File: config.mk
export PLATFORM = sky130hd
export DESIGN_NAME = gcd_host_driver
export DESIGN_NICKNAME = d
export VERILOG_FILES = /design/src/rtl/gcd_host_driver.sv
export SDC_FILE = /design/constraint.sdc
export NUM_CORES = 1
export LEC_CHECK = 0
export ABC_CLOCK_PERIOD_IN_PS = 2000
export BUFFER_PORTS_ARGS = -buffer_cell sky130_fd_sc_hd__buf_2
export CAP_MARGIN = 15
export CORE_MARGIN = 2
export CORE_UTILIZATION = 40
export CTS_BUF_LIST = sky130_fd_sc_hd__clkbuf_4
export DETAILED_ROUTE_END_ITERATION = 8
export GPL_TIMING_DRIVEN = 0
export PLACE_DENSITY = 0.74
export SLEW_MARGIN = 15
export SYNTH_ARGS = -nofsm -noshare
export SYNTH_HDL_FRONTEND = slang
export SYNTH_SLANG_ARGS = --single-unit
File: constraint.sdc
create_clock -name clk -period 2 [get_ports clk]
set_input_delay 0.1 -clock clk [delete_from_list [all_inputs] [get_ports clk]]
set_output_delay 0.1 -clock clk [all_outputs]
set_load 0.05 [all_outputs]
File: src/rtl/gcd_host_driver.sv
// Host-side initiator for the subtractive GCD core: accepts operand pairs,
// sequences start/A/B onto the core's data bus, waits for done (with a
// timeout and stale-done guard) and returns the result over valid/ready.
module gcd_host_driver #(
    parameter int unsigned W              = 16,
    parameter int unsigned TIMEOUT_CYCLES = 1024,
    parameter int unsigned CW             = 16
) (
    input  logic          clk,
    input  logic          rst_n,
    input  logic          req_valid,
    output logic          req_ready,
    input  logic [W-1:0]  req_a,
    input  logic [W-1:0]  req_b,
    output logic          rsp_valid,
    input  logic          rsp_ready,
    output logic [W-1:0]  rsp_gcd,
    output logic          rsp_bypass,
    output logic          rsp_timeout,
    output logic [CW-1:0] rsp_cycles,
    output logic          gcd_start,
    output logic [W-1:0]  gcd_data,
    input  logic          gcd_done,
    input  logic [W-1:0]  gcd_result
);

    localparam int unsigned TW = (TIMEOUT_CYCLES > 1) ? $clog2(TIMEOUT_CYCLES) : 1;
    localparam logic [TW-1:0] TMO_LAST = TW'(TIMEOUT_CYCLES - 1);

    typedef enum logic [2:0] {
        S_IDLE,
        S_LOAD_A,
        S_LOAD_B,
        S_WAIT,
        S_RESP
    } state_e;

    state_e        state_q, state_d;
    logic [W-1:0]  opnd_b_q, opnd_b_d;
    logic [TW-1:0] tmo_q, tmo_d;
    logic          armed_q, armed_d;
    logic          req_ready_q, req_ready_d;
    logic          rsp_valid_q, rsp_valid_d;
    logic [W-1:0]  rsp_gcd_q, rsp_gcd_d;
    logic          rsp_bypass_q, rsp_bypass_d;
    logic          rsp_timeout_q, rsp_timeout_d;
    logic [CW-1:0] rsp_cycles_q, rsp_cycles_d;
    logic [CW-1:0] cycles_inc;
    logic          gcd_start_q, gcd_start_d;
    logic [W-1:0]  gcd_data_q, gcd_data_d;

    // Saturating increment of the operation cycle counter
    always_comb begin
        cycles_inc = (rsp_cycles_q == {CW{1'b1}}) ? rsp_cycles_q : rsp_cycles_q + CW'(1);
    end

    // Next-state and next-output decode; outputs are computed from the
    // destination state so that every port comes straight off a flop.
    // rsp_cycles counts every cycle spent in LOAD_A, LOAD_B and WAIT.
    always_comb begin
        state_d       = state_q;
        opnd_b_d      = opnd_b_q;
        tmo_d         = tmo_q;
        armed_d       = armed_q;
        rsp_gcd_d     = rsp_gcd_q;
        rsp_bypass_d  = rsp_bypass_q;
        rsp_timeout_d = rsp_timeout_q;
        rsp_cycles_d  = rsp_cycles_q;
        gcd_start_d   = 1'b0;
        gcd_data_d    = '0;

        case (state_q)
            S_IDLE: begin
                if (req_valid) begin
                    opnd_b_d = req_b;
                    if ((req_a == '0) || (req_b == '0)) begin
                        // gcd(x,0)=x and gcd(0,0)=0; the core would never finish
                        state_d       = S_RESP;
                        rsp_gcd_d     = req_a | req_b;
                        rsp_bypass_d  = 1'b1;
                        rsp_timeout_d = 1'b0;
                        rsp_cycles_d  = '0;
                    end else begin
                        state_d       = S_LOAD_A;
                        rsp_bypass_d  = 1'b0;
                        rsp_timeout_d = 1'b0;
                        gcd_start_d   = 1'b1;
                        gcd_data_d    = req_a;
                    end
                end
            end
            S_LOAD_A: begin
                state_d      = S_LOAD_B;
                rsp_cycles_d = CW'(1);
                gcd_data_d   = opnd_b_q;
            end
            S_LOAD_B: begin
                state_d      = S_WAIT;
                rsp_cycles_d = cycles_inc;
                tmo_d        = '0;
                armed_d      = 1'b0;
            end
            S_WAIT: begin
                rsp_cycles_d = cycles_inc;
                armed_d      = armed_q | ~gcd_done;
                if (armed_q && gcd_done) begin
                    state_d       = S_RESP;
                    rsp_gcd_d     = gcd_result;
                    rsp_timeout_d = 1'b0;
                end else if (tmo_q == TMO_LAST) begin
                    state_d       = S_RESP;
                    rsp_gcd_d     = '0;
                    rsp_timeout_d = 1'b1;
                end else begin
                    tmo_d = tmo_q + TW'(1);
                end
            end
            S_RESP: begin
                if (rsp_ready) begin
                    state_d       = S_IDLE;
                    rsp_bypass_d  = 1'b0;
                    rsp_timeout_d = 1'b0;
                end
            end
            default: begin
                state_d = S_IDLE;
            end
        endcase

        req_ready_d = (state_d == S_IDLE);
        rsp_valid_d = (state_d == S_RESP);
    end

    // State and output registers
    always_ff @(posedge clk or negedge rst_n) begin
        if (!rst_n) begin
            state_q       <= S_IDLE;
            opnd_b_q      <= '0;
            tmo_q         <= '0;
            armed_q       <= 1'b0;
            req_ready_q   <= 1'b1;
            rsp_valid_q   <= 1'b0;
            rsp_gcd_q     <= '0;
            rsp_bypass_q  <= 1'b0;
            rsp_timeout_q <= 1'b0;
            rsp_cycles_q  <= '0;
            gcd_start_q   <= 1'b0;
            gcd_data_q    <= '0;
        end else begin
            state_q       <= state_d;
            opnd_b_q      <= opnd_b_d;
            tmo_q         <= tmo_d;
            armed_q       <= armed_d;
            req_ready_q   <= req_ready_d;
            rsp_valid_q   <= rsp_valid_d;
            rsp_gcd_q     <= rsp_gcd_d;
            rsp_bypass_q  <= rsp_bypass_d;
            rsp_timeout_q <= rsp_timeout_d;
            rsp_cycles_q  <= rsp_cycles_d;
            gcd_start_q   <= gcd_start_d;
            gcd_data_q    <= gcd_data_d;
        end
    end

    assign req_ready   = req_ready_q;
    assign rsp_valid   = rsp_valid_q;
    assign rsp_gcd     = rsp_gcd_q;
    assign rsp_bypass  = rsp_bypass_q;
    assign rsp_timeout = rsp_timeout_q;
    assign rsp_cycles  = rsp_cycles_q;
    assign gcd_start   = gcd_start_q;
    assign gcd_data    = gcd_data_q;

endmodule

==> results.md, run 1 <==
- Clock latency on the worst-skew pair: 0.45 ns
- Syn_nets: 435
- Global-route wire length before repair: 18.7 mm
- Setup slack after layout: -0.0249 ns
- Status: finished with violations
- Arr. time, crit path: 2.36 ns
- Largest net degree at the start of global routing: 44
- Number of synthesized flops with an enable pin: 0
- Vert. Die Dim: 106 um
- Total CTS buffers: 9
- Clk slew on worst S/H paths: 0.13 ns
- Crit path time final: 2.02 ns
- CTS tree: done
- Synth-to-Final Area Change: 37.9%
- Placed Cells: 622
- Type of origin of the critical path: input port
- Hold Path Depth: 4
- Setup TNS: -0.0348 ns
- GRT Residual Overflow: 0
- Slew HR: 62.9%
- Min-delay worst type: in2reg
- Type of destination of the critical path: register
- RR Startpoint: tmo_q[1]
- Ports: 106
- R2r worst-path depth: 7
- Post-DRT Antenna Nets: 0
- Pwr dens: 1380 nW/um^2
- GP Congestion: 0.890
- Clock Tree Buf Depth: 2
- Max Slew Vio Count: 0
- Final hold vios: 0
- Vias: 3,854
- # port buffers: 105
- Avg Cell Area, Syn: 10.9 sq um
- Register area share after synthesis: 50.3%
- WP data required: 2.33 ns
- Ys async rst share: 100%
- Initial core utilization: 40.6%
- Fraction of layout cells with a size suffix above 1: 40.7%
- Per-cell routed wire length: 17.4 um
- Worst hold slack: 0.0418 ns
- Failing checks: setup timing
- Largest stage delay, worst path: 0.55 ns
- Setup slack at placement: -0.242 ns
- Slew @ Worst Pin: 0.557 ns
- Clk root buf: clkbuf_4
- Slowest-stage cell, CP: dlygate4sd3_1
- Worst VDD drop: 0.763 mV
- Die width: 106 um
- Synth Instances: 380
- Row Count: 37
- Crit. Startpoint: req_a[8]
- Final instance area: 5700 sq um
- Crit Path Max Fanout: 9
- Final HPWL DP: 8.06 mm
- Routed wire length: 12.2 mm
- Final net count: 611
- Synth top area share: 49.7%
- Dpl cell area: 4900 sq um
- Core Region: 10,200 sq um
- Ys flop type: dfrtp_1
- Initial antenna violation count: 1
- Fmax: 0.494 GHz
- Number of synthesized register bits: 83
- Cell Area, Synth: 4130 sq um
- DRT iter0 DRCs: 209
- Ordered cell list for the critical path: dlygate4sd3_1, buf_2, nor4_2, and4_4, o21ai_2, a21o_1, buf_6, buf_12, a211o_1
- Top cells by area, synth: dfrtp_1, a21oi_1, mux2_2, mux2_4, a22o_1
- Critical path class: in2reg
- Largest area contributor in the netlist: dfrtp_1
- Top-count cell post-synth: dfrtp_1
- Residual DRC: 0
- H-tree depth: 3
- Count of cell types in the netlist: 56
- Post-route clock skew: 0.0186 ns
- Routed vias/inst: 5.52
- Max_cap viols: 0
- Final setup viols: 3
- Vias in the first global route: 3,727
- RSZ-0062 raised after global routing: yes
- Ys Warns: 0
- DIE AREA: 11,200 sq um
- Leak: 2.73 nW
- Drt pass-1 iters: 5
- Crit share post-route: 101%
- Non-filler cells, final: 698
- CTS Sinks: 83
- All-Layer GR Usage: 21.5%
- Top cells by count, synth: dfrtp_1, a21oi_1, nor2_1
- Min-delay src: gcd_result[5]
## critical path, delay by kind of cell
family / cells / cell delay [ns]
buffers and inverters: 4 / 0.95
and+or+nand+nor: 2 / 0.65
AOI/OAI and AO/OA: 3 / 0.65
## flip-flops by register name, summed over array words and instances, names as in the netlist, 3 cells and up
register and cells:
opnd_b_q 16, state_q 3, rsp_cycles 16, rsp_gcd 16
tmo_q 10, gcd_data 16
## logic make-up (layout without fill, tap and decap cells)
family          count (synthesis)  after routing  synth area share (%)
simple gates                  124            124                  16.0
compound gates                 99             99                  16.7
flops                          83             83                  50.3
mux                            42             42                  12.1
buf+inv                        24            204                  2.97
xor+xnor                        6              6                  1.27
fa+ha+maj                       2              2                 0.606
other cells                     0              2                     0
## area by class of cell
type / count / area, sq um
Buffer: 17 / 106
Fill cell: 865 / 4490
Multi-Input combinational cell: 273 / 2040
Clock inverter: 6 / 81.3
Inverter: 5 / 21.3
Tap cell: 136 / 170
Sequential cell: 83 / 2100
Timing Repair Buffer: 167 / 1110
Antenna cell: 2 / 5.00
Clock buffer: 9 / 67.6
## report_power, final
group	switching, W	internal, W	leakage, nW
clock network	0.000594	0.000492	0.0792
registers	0.000328	0.00226	1.04
logic	0.00273	0.00145	1.61
total	0.00366	0.00420	2.73
## what timing repair did
item,in CTS,in global routing
hold buffers,35,0
setup buffers,14,12
gates resized for setup,9,22
hold endpoints to repair,75,0
setup endpoints to repair,39,47
pin swaps,3,13
## routing by layer
layer	GRT usage, %	routed length, um
met3	4.33	790
met4	11.3	479
met5	0	0
met2	32.4	5670
met1	29.4	5230
## per-stage QoR
step,utilization [%],total power (W)
3_5_place_dp,48.1,0.00643
6_report,55.9,0.00786
3_3_place_gp,47.9,0.00634
4_1_cts,54.3,0.00774
5_1_grt,55.9,0.00826
2_1_floorplan,-,0.00548
## placed cells by master, fill, tap and decap left out, drive strengths merged, types with 10 or more instances in the layout
cell and instances:
buf 139, dlygate4sd3 35, nand3 29, nand2 14
o21ai 10, mux2 33, a22o 16, dfrtp 82
clkbuf 19, a21oi 43, nor2 35
## final timing paths
path / slack [ns] / to
max: -0.02 / rsp_cycles[2]
max reg2reg: 0.02 / tmo_q[9]
min reg2reg: 0.51 / gcd_data[7]
min in group asynchronous: 0.17 / rsp_cycles[9]
min: 0.04 / rsp_gcd[5]
max in group asynchronous: 1.15 / req_ready
Power figures use the tool's default switching activity.
==> inputs of run 2 (changes only) <==
--- a/config.mk
+++ b/config.mk
@@ -9,11 +9,10 @@
 export BUFFER_PORTS_ARGS = -buffer_cell sky130_fd_sc_hd__buf_2
 export CAP_MARGIN = 15
 export CORE_MARGIN = 2
-export CORE_UTILIZATION = 40
+export CORE_UTILIZATION = 50
 export CTS_BUF_LIST = sky130_fd_sc_hd__clkbuf_4
 export DETAILED_ROUTE_END_ITERATION = 8
-export GPL_TIMING_DRIVEN = 0
-export PLACE_DENSITY = 0.74
+export PLACE_DENSITY = 0.88
 export SLEW_MARGIN = 15
 export SYNTH_ARGS = -nofsm -noshare
 export SYNTH_HDL_FRONTEND = slang
==> results.md, run 2 (synthesized netlist as in run 1, its figures left out) <==
- Status: finished with violations (unchanged)
- Failing checks: setup timing (unchanged)
- R2r endpoint: tmo_q[7] (was tmo_q[9])
- GP Congestion: 0.852 (was 0.890)
- Most frequent cells in the layout: buf_2, dfrtp_1, a21oi_1 (unchanged)
- Net switching power: 0.00381 W (was 0.00366 W)
- Slowest-stage cell, CP: dlygate4sd3_1 (unchanged)
- Global-route wire length before repair: 19.1 mm (was 18.7 mm)
- FF-to-FF setup slack: 0 ns (was 0.02 ns)
- Pwr dens: 1420 nW/um^2 (was 1380 nW/um^2)
- Total CTS buffers: 9 (unchanged)
- DRT iter0 DRCs: 327 (was 209)
- RSZ-0062 raised after global routing: yes (unchanged)
- Fillers: 554 (was 865)
- Leak: 2.70 nW (was 2.73 nW)
- DIE AREA: 9000 sq um (was 11,200 sq um)
- Type of origin of the critical path: input port (unchanged)
- Routed vias/inst: 6.16 (was 5.52)
- Post-DRT Antenna Nets: 0 (unchanged)
- Vert. Die Dim: 94.9 um (was 106 um)
- Pwr Total: 0.00794 W (was 0.00786 W)
- Slew @ Worst Pin: 0.531 ns (was 0.557 ns)
- Final HPWL DP: 7.88 mm (was 8.06 mm)
- Ordered cell list for the critical path: dlygate4sd3_1, buf_2, nor4_2, and4_2, o21ai_2, a21o_1, buf_6, a211o_1 (was dlygate4sd3_1, buf_2, nor4_2, and4_4, o21ai_2, a21o_1, buf_6, buf_12, a211o_1)
- Final hold vios: 0 (unchanged)
- Max Slew Vio Count: 0 (unchanged)
- Die width: 94.9 um (was 106 um)
- Crit. Startpoint: req_a[11] (was req_a[8])
- Clk pwr share: 13.1% (was 13.8%)
- Clk root buf: clkbuf_4 (unchanged)
- Critical path class: in2reg (unchanged)
- Crit Path Max Fanout: 9 (unchanged)
- Ports: 106 (unchanged)
- Setup slack at placement: -0.00496 ns (was -0.242 ns)
- R2r worst-path depth: 6 (was 7)
- Type of destination of the critical path: register (unchanged)
- Seq pwr share: 33.2% (was 33.0%)
- Clock latency on the worst-skew pair: 0.45 ns (about the same)
- Fmax: 0.492 GHz (was 0.494 GHz)
- CTS Sinks: 83 (unchanged)
- Drt pass-1 iters: 5 (unchanged)
- Initial antenna violation count: 0 (was 1)
- Largest net degree at the start of global routing: 45 (was 44)
- # port buffers: 105 (unchanged)
- Internal Power: 0.00413 W (was 0.00420 W)
- Core Region: 8090 sq um (was 10,200 sq um)
- Crit path time final: 2.03 ns (was 2.02 ns)
- Slew HR: 64.6% (was 62.9%)
- Placed Cells: 596 (was 622)
- H-tree depth: 3 (unchanged)
- Final net count: 602 (was 611)
- All-Layer GR Usage: 28.1% (was 21.5%)
- CTS tree: done (unchanged)
- Final setup viols: 7 (was 3)
- Vias in the first global route: 3,789 (was 3,727)
- Setup slack after layout: -0.0345 ns (was -0.0249 ns)
- Worst setup path endpoint: rsp_cycles[2] (unchanged)
- Max_cap viols: 0 (unchanged)
- Initial core utilization: 51.0% (was 40.6%)
- Per-cell routed wire length: 20.1 um (was 17.4 um)
- RR Startpoint: tmo_q[1] (unchanged)
- Clock Tree Buf Depth: 2 (unchanged)
- Row Count: 33 (was 37)
- WP data required: 2.34 ns (was 2.33 ns)
- Most common cell after layout, fill and taps aside: buf_2 (unchanged)
- Worst VDD drop: 0.804 mV (was 0.763 mV)
- Combinational group share of total power: 53.6% (was 53.2%)
- Routed wire length: 13.2 mm (was 12.2 mm)
- Post-route clock skew: 0.0307 ns (was 0.0186 ns)
- Net Sw Frac: 48.0% (was 46.5%)
- Largest stage delay, worst path: 0.53 ns (was 0.55 ns)
- Synth-to-Final Area Change: 35.4% (was 37.9%)
- Fraction of layout cells with a size suffix above 1: 40.0% (was 40.7%)
- Min-delay worst type: in2reg (unchanged)
- Arr. time, crit path: 2.38 ns (was 2.36 ns)
- Non-filler cells, final: 658 (was 698)
- Residual DRC: 0 (unchanged)
- Vias: 4,056 (was 3,854)
- Clk slew on worst S/H paths: 0.16 ns (was 0.13 ns)
- GRT Residual Overflow: 0 (unchanged)
- Crit share post-route: 102% (was 101%)
run 2: cell types whose count changed in the layout (fill, tap and decap cells not counted), sizes merged:
cell	change
buf	+1
bufinv	-1
clkbuf	-9
clkinv	-1
clkinvlp	+1
diode	-1
dlygate4sd3	-1
inv	+2
run 2: per-layer routing:
metal	up-vias	global-route usage [%]	routed length, um
met4	0	15.7	733
li1	1757	-	-
met5	-	0	0
met2	262	44.3	6490
met1	1972	35.4	5000
met3	65	7.02	996
run 2: worst min-delay path by stage:
stage                     slack, ns          start  cells after the start    endpoint
after global routing           0.04  gcd_result[5]                      4  rsp_gcd[5]
after global placement         0.11          rst_n                      1     armed_q
after CTS                      0.03  gcd_result[4]                      4  rsp_gcd[4]
after detailed placement       0.11          rst_n                      1     armed_q
final                          0.03  gcd_result[4]                      4  rsp_gcd[4]
after floorplan               -0.20          rst_n                      0     armed_q
run 2: timing repair:
action                     4_1_cts  5_1_grt
setup endpoints to repair        2       23
hold buffers                    34        0
resized for setup                0       10
cloned                           0        1
buffers inserted                 1        9
pin swaps                        1        5
hold endpoints to repair        72        0
run 2: power groups by stage:
| stage | logic (W) | registers, W | clock network [W] |
|---|---|---|---|
| after floorplan | 0.00164 | 0.00383 | 0 |
| after global placement | 0.00381 | 0.00261 | 0 |
| after detailed placement | 0.00393 | 0.00262 | 0 |
| after CTS | 0.00403 | 0.00258 | 0.00102 |
| after global routing | 0.00450 | 0.00268 | 0.00112 |
| final | 0.00426 | 0.00264 | 0.00104 |
run 2: cell type report:
cell class | instances | area, sq um | area share [%]
clock buffer | 9 | 67.6 | 1.21
clock inverter | 7 | 75.1 | 1.34
antenna | 1 | 2.50 | 0.0448
inverter | 5 | 18.8 | 0.336
tap | 105 | 131 | 2.35
multi-input combinational | 273 | 2000 | 35.7
timing repair buffer | 175 | 1200 | 21.5
sequential | 83 | 2100 | 37.5
run 2: through the flow:
stage          instance area, sq um  hold slack [ns]  TNS (ns)  util, %
2_1_floorplan                  4180           -0.196    -0.221        -
3_3_place_gp                   4960            0.105         0     61.3
3_5_place_dp                   4960            0.115  -0.00496     61.3
4_1_cts                        5450           0.0316  -0.00999     67.4
5_1_grt                        5590           0.0406    -0.321     69.0
6_report                       5590           0.0315   -0.0596     69.1
run 2: critical path: cells and delay by family:
family | cells | cell delay, ns
compound gates | 3 | 0.69
buf+inv | 3 | 0.83
simple gates | 2 | 0.74
==> inputs of run 3 (changes only) <==
--- a/config.mk
+++ b/config.mk
@@ -9,10 +9,10 @@
 export BUFFER_PORTS_ARGS = -buffer_cell sky130_fd_sc_hd__buf_2
 export CAP_MARGIN = 15
 export CORE_MARGIN = 2
-export CORE_UTILIZATION = 50
+export CORE_UTILIZATION = 30
 export CTS_BUF_LIST = sky130_fd_sc_hd__clkbuf_4
 export DETAILED_ROUTE_END_ITERATION = 8
-export PLACE_DENSITY = 0.88
+export PLACE_DENSITY = 0.61
 export SLEW_MARGIN = 15
 export SYNTH_ARGS = -nofsm -noshare
 export SYNTH_HDL_FRONTEND = slang
==> results.md, run 3 (synthesized netlist as in run 1, its figures left out) <==
- Status: finished, final reports clean (was finished with violations)
- Largest net degree at the start of global routing: 46 (was 45)
- Drt pass-1 iters: 4 (was 5)
- Per-cell routed wire length: 16.7 um (was 20.1 um)
- Crit path max-delay family: simple AND/OR/NAND/NOR gates (was buffers and inverters)
- Ports: 106 (unchanged)
- Type of destination of the critical path: register (unchanged)
- Final net count: 604 (was 602)
- Leak: 2.70 nW (about the same)
- Final core occ: 42.6% (was 69.1%)
- Worst VDD drop: 0.614 mV (was 0.804 mV)
- Clk slew on worst S/H paths: 0.14 ns (was 0.16 ns)
- GP Congestion: 0.874 (was 0.852)
- Clk root buf: clkbuf_4 (unchanged)
- All-Layer GR Usage: 17.1% (was 28.1%)
- Largest stage delay, worst path: 0.55 ns (was 0.53 ns)
- Critical path class: in2reg (unchanged)
- CTS Sinks: 83 (unchanged)
- Clock latency on the worst-skew pair: 0.45 ns (about the same)
- WP data required: 2.35 ns (was 2.34 ns)
- DIE AREA: 14,700 sq um (was 9000 sq um)
- Vert. Die Dim: 121 um (was 94.9 um)
- Routed vias/inst: 5.20 (was 6.16)
- Crit Path Max Fanout: 8 (was 9)
- Synth-to-Final Area Change: 37.6% (was 35.4%)
- Slew @ Worst Pin: 0.735 ns (was 0.531 ns)
- Min-delay worst type: in2reg (unchanged)
- Fraction of layout cells with a size suffix above 1: 40.5% (was 40.0%)
- Most common cell after layout, fill and taps aside: buf_2 (unchanged)
- Non-filler cells, final: 730 (was 658)
- Final setup viols: 0 (was 7)
- Total CTS buffers: 9 (unchanged)
- Die width: 121 um (was 94.9 um)
- Vias: 3,794 (was 4,056)
- Crit path time final: 1.93 ns (was 2.03 ns)
- Final hold vios: 0 (unchanged)
- Ordered cell list for the critical path: dlygate4sd3_1, buf_2, nor4_1, and4_2, o21ai_1, and2_4, clkbuf_16, mux2_4 (was dlygate4sd3_1, buf_2, nor4_2, and4_2, o21ai_2, a21o_1, buf_6, a211o_1)
- Pwr Total: 0.00769 W (was 0.00794 W)
- Post-route clock skew: 0.0219 ns (was 0.0307 ns)
- Global-route wire length before repair: 19.5 mm (was 19.1 mm)
- Initial core utilization: 30.9% (was 51.0%)
- # port buffers: 105 (unchanged)
- Post-DRT Antenna Nets: 0 (unchanged)
- H-tree depth: 3 (unchanged)
- Dpl cell area: 5120 sq um (was 4960 sq um)
- Pwr dens: 1350 nW/um^2 (was 1420 nW/um^2)
- Fillers: 1,277 (was 554)
- Core Region: 13,300 sq um (was 8090 sq um)
- Initial antenna violation count: 1 (was 0)
- Fmax: 0.517 GHz (was 0.492 GHz)
- Slowest-stage cell, CP: dlygate4sd3_1 (unchanged)
- Worst hold slack: 0.0315 ns (about the same)
- Routed wire length: 12.2 mm (was 13.2 mm)
- Clock Tree Buf Depth: 2 (unchanged)
- Max Slew Vio Count: 0 (unchanged)
- Final HPWL DP: 8.49 mm (was 7.88 mm)
- Vias in the first global route: 3,885 (was 3,789)
- Final instance area: 5680 sq um (was 5590 sq um)
- DRT iter0 DRCs: 170 (was 327)
- Crit share post-route: 96.7% (was 102%)
- Row Count: 42 (was 33)
- Slew HR: 51.0% (was 64.6%)
- CTS tree: done (unchanged)
- Max_cap viols: 0 (unchanged)
- Residual DRC: 0 (unchanged)
- Arr. time, crit path: 2.28 ns (was 2.38 ns)
- Most frequent cells in the layout: buf_2, dfrtp_1, a21oi_1 (unchanged)
- Critical path buffers and inverters: 3 (unchanged)
- Type of origin of the critical path: input port (unchanged)
- RSZ-0062 raised after global routing: no (was yes)
- Placed Cells: 677 (was 596)
- GRT Residual Overflow: 0 (unchanged)
-- run 3: cell count changes in the layout (fill, tap and decap cells not counted), sizes merged --
cell / before / now
clkinv: 2 / 3
buf: 140 / 142
inv: 7 / 5
-- run 3: through the flow --
stage	setup TNS, ns	worst slack (ns)
floorplan	-0.221	-0.195
global placement	-0.499	-0.0343
detailed placement	-1.64	-0.118
CTS	0	0.00886
global route	0	0.00441
finish	0	0.0659
-- run 3: final timing paths --
| check | slack, ns | cells past startpoint | endpoint | from |
|---|---|---|---|---|
| max | 0.07 | 8 | rsp_gcd[12] | req_a[8] |
| min | 0.03 | 4 | rsp_gcd[5] | gcd_result[5] |
| max reg2reg | 0.09 | 7 | rsp_cycles[2] | rsp_cycles[1] |
| min reg2reg | 0.50 | 1 | gcd_data[6] | opnd_b_q[6] |
| max in group asynchronous | 1.17 | 3 | rsp_timeout | rst_n |
| min in group asynchronous | 0.18 | 2 | rsp_cycles[2] | rst_n |
-- run 3: layer usage --
layer	GRT usage, %	share of wire (%)	vias up
met3	3.05	3.8	36
met4	8.98	3.5	0
met2	26.5	47	109
met5	0	0	-
met1	22.6	46	1895
li1	-	-	1754
-- run 3: area by class of cell --
cell class	instances	area [sq um]	share of cell area (%)
Multi-Input combinational cell	273	2000	35.2
Clock inverter	6	67.6	1.19
Inverter	5	18.8	0.330
Tap cell	176	220	3.87
Sequential cell	83	2100	36.9
Timing Repair Buffer	177	1210	21.3
Antenna cell	1	2.50	0.0440
Clock buffer	9	67.6	1.19
-- run 3: worst min-delay path, stage by stage --
cell and delay, ns:
buf_2 0.08, a21oi_1 0.05, a21oi_1 0.10, mux2_1 0.12
-- run 3: repair_timing --
action	CTS	global route
endpoints found under the hold margin	70	0
pin swaps	0	1
cloned	0	1
setup buffers	0	2
resized for setup	1	8
hold buffers	34	0
endpoints found under the setup margin	16	30
-- run 3: power by group --
part           total (W)  internal (W)  switching (W)
registers        0.00257       0.00226       0.000312
logic            0.00413       0.00145        0.00268
clock network   0.000980      0.000376       0.000604
total            0.00769       0.00409        0.00360
